**src/rtl/seq_divider.sv**
```systemverilog
// rtl/seq_divider.sv - iterative 32-bit signed restoring divider
//
// Computes data_operandA / data_operandB (two's complement, truncated toward
// zero) one quotient bit per cycle. Ready pulses 33 edges after the start edge.
//
// Ports:
//   clock           system clock, rising-edge active
//   aclr_n          asynchronous active-low clear
//   ctrl_DIV        start strobe; restarts the operation in any state
//   data_operandA   dividend, sampled on start edges only
//   data_operandB   divisor, sampled on start edges only
//   data_result     signed quotient, held until the next completion or reset
//   data_exception  divide-by-zero flag, held like data_result
//   data_resultRDY  one-cycle completion pulse
module seq_divider (
  input  logic        clock,
  input  logic        aclr_n,
  input  logic        ctrl_DIV,
  input  logic [31:0] data_operandA,
  input  logic [31:0] data_operandB,
  output logic [31:0] data_result,
  output logic        data_exception,
  output logic        data_resultRDY
);

  localparam logic [1:0] ST_IDLE = 2'd0;
  localparam logic [1:0] ST_RUN  = 2'd1;
  localparam logic [1:0] ST_DONE = 2'd2;

  logic [1:0]  state_q,   state_d;
  logic [5:0]  count_q,   count_d;
  logic [63:0] rem_q,     rem_d;      // remainder:quotient shift register
  logic [31:0] divisor_q, divisor_d;  // |B|
  logic        sign_q,    sign_d;
  logic        div0_q,    div0_d;
  logic [31:0] result_q,  result_d;
  logic        exc_q,     exc_d;
  logic        rdy_q,     rdy_d;

  logic [31:0] abs_a;
  logic [31:0] abs_b;
  logic [63:0] shifted;
  logic [32:0] diff;

  // Magnitudes as unsigned values, so |-2^31| is 0x80000000.
  assign abs_a = data_operandA[31] ? (~data_operandA + 32'd1) : data_operandA;
  assign abs_b = data_operandB[31] ? (~data_operandB + 32'd1) : data_operandB;

  // One restoring step: the 33rd bit of diff is the borrow (negative result).
  assign shifted = {rem_q[62:0], 1'b0};
  assign diff    = {1'b0, shifted[63:32]} - {1'b0, divisor_q};

  always_comb begin
    state_d   = state_q;
    count_d   = count_q;
    rem_d     = rem_q;
    divisor_d = divisor_q;
    sign_d    = sign_q;
    div0_d    = div0_q;
    result_d  = result_q;
    exc_d     = exc_q;
    rdy_d     = 1'b0;

    case (state_q)
      ST_RUN: begin
        if (count_q == 6'd32) begin
          // All 32 quotient bits are in rem_q[31:0]; publish at the DONE entry
          // edge so a coincident restart cannot swallow this result.
          state_d  = ST_DONE;
          rdy_d    = 1'b1;
          exc_d    = div0_q;
          if (div0_q) begin
            result_d = 32'd0;
          end else if (sign_q) begin
            result_d = ~rem_q[31:0] + 32'd1;
          end else begin
            result_d = rem_q[31:0];
          end
        end else begin
          if (diff[32]) begin
            rem_d = shifted;
          end else begin
            rem_d = {diff[31:0], shifted[31:1], 1'b1};
          end
          count_d = count_q + 6'd1;
        end
      end
      ST_DONE: begin
        state_d = ST_IDLE;
      end
      default: begin
        state_d = ST_IDLE;
      end
    endcase

    // A start overrides whatever the sequencer was doing.
    if (ctrl_DIV) begin
      divisor_d = abs_b;
      sign_d    = data_operandA[31] ^ data_operandB[31];
      div0_d    = (data_operandB == 32'd0);
      rem_d     = {32'd0, abs_a};
      count_d   = 6'd0;
      state_d   = ST_RUN;
    end
  end

  always_ff @(posedge clock or negedge aclr_n) begin
    if (!aclr_n) begin
      state_q   <= ST_IDLE;
      count_q   <= 6'd0;
      rem_q     <= 64'd0;
      divisor_q <= 32'd0;
      sign_q    <= 1'b0;
      div0_q    <= 1'b0;
      result_q  <= 32'd0;
      exc_q     <= 1'b0;
      rdy_q     <= 1'b0;
    end else begin
      state_q   <= state_d;
      count_q   <= count_d;
      rem_q     <= rem_d;
      divisor_q <= divisor_d;
      sign_q    <= sign_d;
      div0_q    <= div0_d;
      result_q  <= result_d;
      exc_q     <= exc_d;
      rdy_q     <= rdy_d;
    end
  end

  assign data_result    = result_q;
  assign data_exception = exc_q;
  assign data_resultRDY = rdy_q;

endmodule

```
**config.mk**
```make
export PLATFORM = sky130hd
export DESIGN_NAME = seq_divider
export DESIGN_NICKNAME = d
export VERILOG_FILES = /design/src/rtl/seq_divider.sv
export SDC_FILE = /design/constraint.sdc
export NUM_CORES = 1
export LEC_CHECK = 0
export BUFFER_PORTS_ARGS = -buffer_cell sky130_fd_sc_hd__buf_2
export CORE_MARGIN = 3
export CORE_UTILIZATION = 45
export DETAILED_ROUTE_END_ITERATION = 12
export GPL_ROUTABILITY_DRIVEN = 0
export PLACE_DENSITY = 0.76
export SLEW_MARGIN = 40
export SYNTH_ARGS = -nofsm -noshare
export SYNTH_HDL_FRONTEND = slang
export SYNTH_SLANG_ARGS = --single-unit
```
**constraint.sdc**
```tcl
create_clock -name clock -period 3.25 [get_ports clock]
set_clock_uncertainty 0.2 [all_clocks]
set_input_delay 0.1625 -clock clock [delete_from_list [all_inputs] [get_ports clock]]
set_output_delay 0.1625 -clock clock [all_outputs]
set_load 0.02 [all_outputs]
```
==> run summary <==
H-tree Lvls = 4
FF+latch count, synth = 139
Status = finished with violations
Clk slew on worst S/H paths = 0.07 ns
Final Power = 0.00498 W
Main synth FF type = dfrtp_1
CP startpoint kind = flip-flop
Worst VDD drop = 0.000371 V
Max_slew headroom = 47.7%
RSZ-0062 raised after global routing = true
Number of vias per cell = 5.71
Mean Syn Cell Area = 8.50 sq um
Leading area contributor after synthesis = dfrtp_1
Fill count = 1,729
GRT overflow = 0
Die X = 152 um
Multi-input logic area = 5800 sq um
Post-detailed-route wirelength per cell = 16.6 um
Crit end category = flip-flop
Adder-cell area share of the yosys netlist = 5.04%
Initial antenna violation count = 0
Synth Area in Simple Gates = 18.3%
Number of synthesized flops with an enable pin = 0
Sequential cell area fraction in the yosys report = 36.3%
CP startpoint = rem_q[31]$_DFFE_PN0P_
Failing checks = setup timing
Vias in the first global route = 8,697
Final core utilization = 59.8%
Antenna cells = 0
Mux cell area share after synthesis = 3.80%
Worst Hold Class = input pin to flip-flop
Slew @ Worst Pin = 0.785 ns
Synth cell count leaders = nand2_1, dfrtp_1, o21ai_0
Most common cell in the netlist = nand2_1
Clock sinks = 139
F_max = 287 MHz
Clk root buf = clkbuf_16
Cell count after synthesis = 1,128
Synth Net Count = 1,233
Critical path type = flip-flop to flip-flop
Initial DRT Pass Iterations = 6
GRT Total Usage = 22.1%
Crit path max fanout = 4
Slew Viols, Final = 0
Post-Synth XOR/XNOR Area = 10.9%
Final worst slack = -0.240 ns
Share of cells above drive strength 1 = 19.7%
First-pass GRT wire length = 43,000 um
Post-synthesis compound-gate area fraction = 20.8%
TNS Setup = -5.93 ns
Synth top area cells = dfrtp_1, nand2_1, xor2_1
Post-layout min period = 3.49 ns
Power density over cell area = 405 nW/um^2
Post-synthesis async set-or-reset flop share = 100%
Setup Viol. Count Final = 32
Synth top area share = 36.3%
Post-DP HPWL = 17,700 um
CTS tree = yes
Die H = 152 um
Total number of vias = 9,161
Hold Vio Cnt, Final = 0
Yosys warns = 0
Final Cycle Share = 107%
Total Routed Length = 26,500 um
Routed Antenna Nets = 0
Skew-Pair Late Insertion Delay = 0.43 ns
Detailed Route Iter0 Violations = 723
Max_cap viols = 0
P&R area growth vs syn = 28.3%
Arrival time worst endpoint = 3.63 ns
Core ar. = 20,600 sq um
FF/Latch Area = 3480 sq um
CTS Buf Count = 17
LEAKAGE = 5.64 nW
Nets = 1,425
I/O pin total = 101
Largest net degree at the start of global routing = 79
Largest family of logic cells by synthesized area = compound AO/OA/AOI/OAI gates
Initial Util = 46.6%
Row cnt = 52
Yosys cell types = 66
Synth Cell Area = 9580 sq um
Residual DRC = 0
Final instance area = 12,300 sq um
R2R Path Start = rem_q[31]$_DFFE_PN0P_
Bufs on Longest Clock Path = 2
Reg2reg setup slack = -0.24 ns
IO buf count = 100
Post-DP Area = 10,600 sq um
Hold path startpoint = data_operandB[5]
Die Footprint = 23,100 sq um
WP data required = 3.39 ns
## per-layer routing
metal  vias up  track usage [%]  wire (um)
met4         0             6.59        648
met3        57             3.73       1600
met1      4355             30.3      11600
li1       4388                -          -
met5         -                0          0
met2       361             36.1      12600
## path summary, 6_finish.rpt
check                           depth (start not counted)                          to
worst max register to register                         13       rem_q[32]$_DFFE_PN0P_
worst min register to register                          2  data_result[1]$_DFFE_PN0P_
worst min-delay path                                    4    divisor_q[6]$_DFFE_PN0P_
min in group asynchronous                               2       rem_q[47]$_DFFE_PN0P_
worst max-delay path                                   13       rem_q[32]$_DFFE_PN0P_
max in group asynchronous                               3       rem_q[14]$_DFFE_PN0P_
## cells in the final DEF (no fill, tap or decap), types with 19 or more instances in the layout
master,synthesis,routed
dfrtp_1,139,138
inv_1,49,47
xor2_1,63,63
a21oi_1,72,70
o21ai_0,105,101
nand2_1,152,141
xnor2_1,56,56
buf_4,0,56
ha_1,37,34
o31ai_1,34,34
mux2i_1,33,33
buf_2,1,98
nor2_1,84,84
clkbuf_16,0,19
dlygate4sd3_1,0,70
## registers in the layout, indices dropped and copies added, names as in the netlist
signal          flops
rem_q              63
data_result        32
divisor_q          32
count_q             6
state_q             2
data_exception      1
data_resultRDY      1
div0_q              1
sign_q              1
## cell type report
type / count / area share, %
clock buffers: 17 / 3.46
clock inverters: 15 / 1.19
inverters: 49 / 1.50
multi-input cells: 872 / 47.2
flip-flops and latches: 139 / 28.3
well taps: 270 / 2.75
repair buffers: 241 / 15.6
## critical path, cell delays in order, from the launching register on
cell	delay, ns
dfrtp_1	0.39
inv_2	0.09
ha_4	0.13
inv_2	0.04
fa_2	0.36
a211oi_2	0.22
o211a_1	0.20
nor4b_2	0.06
a2111o_1	0.44
a311oi_4	0.42
o21a_4	0.25
buf_12	0.13
mux2_4	0.30
a211oi_2	0.18
## kinds of logic after synthesis
logic type,Yosys count
and+or+nand+nor,367
muxes,36
xor gates and xnor gates,119
buffers and inverters,117
adders and majority gates,38
AOI/OAI and AO/OA,312
DFF,139
## report_power, final
part           switching (W)  internal (W)
sequential          0.000147       0.00187
clock               0.000883       0.00102
combinational       0.000588      0.000474
## metrics by stage
stage                     hold slack [ns]  instances  setup slack [ns]
after floorplan                    -0.333       1128           0.00110
after global placement           -0.00901       1482           -0.0409
after detailed placement         -0.00137       1482            -0.175
after CTS                          0.0100       1595           -0.0830
after global routing               0.0643       1603            -0.323
final                              0.0176       1603            -0.240
## timing repair
action,in CTS,in global routing
hold endpoints to repair,126,0
hold buffers,70,0
buffers inserted,8,5
gates resized for setup,13,34
setup endpoints to repair,28,33
pin swaps,18,12
cloned,3,4
(Power assumes the default switching activity.)
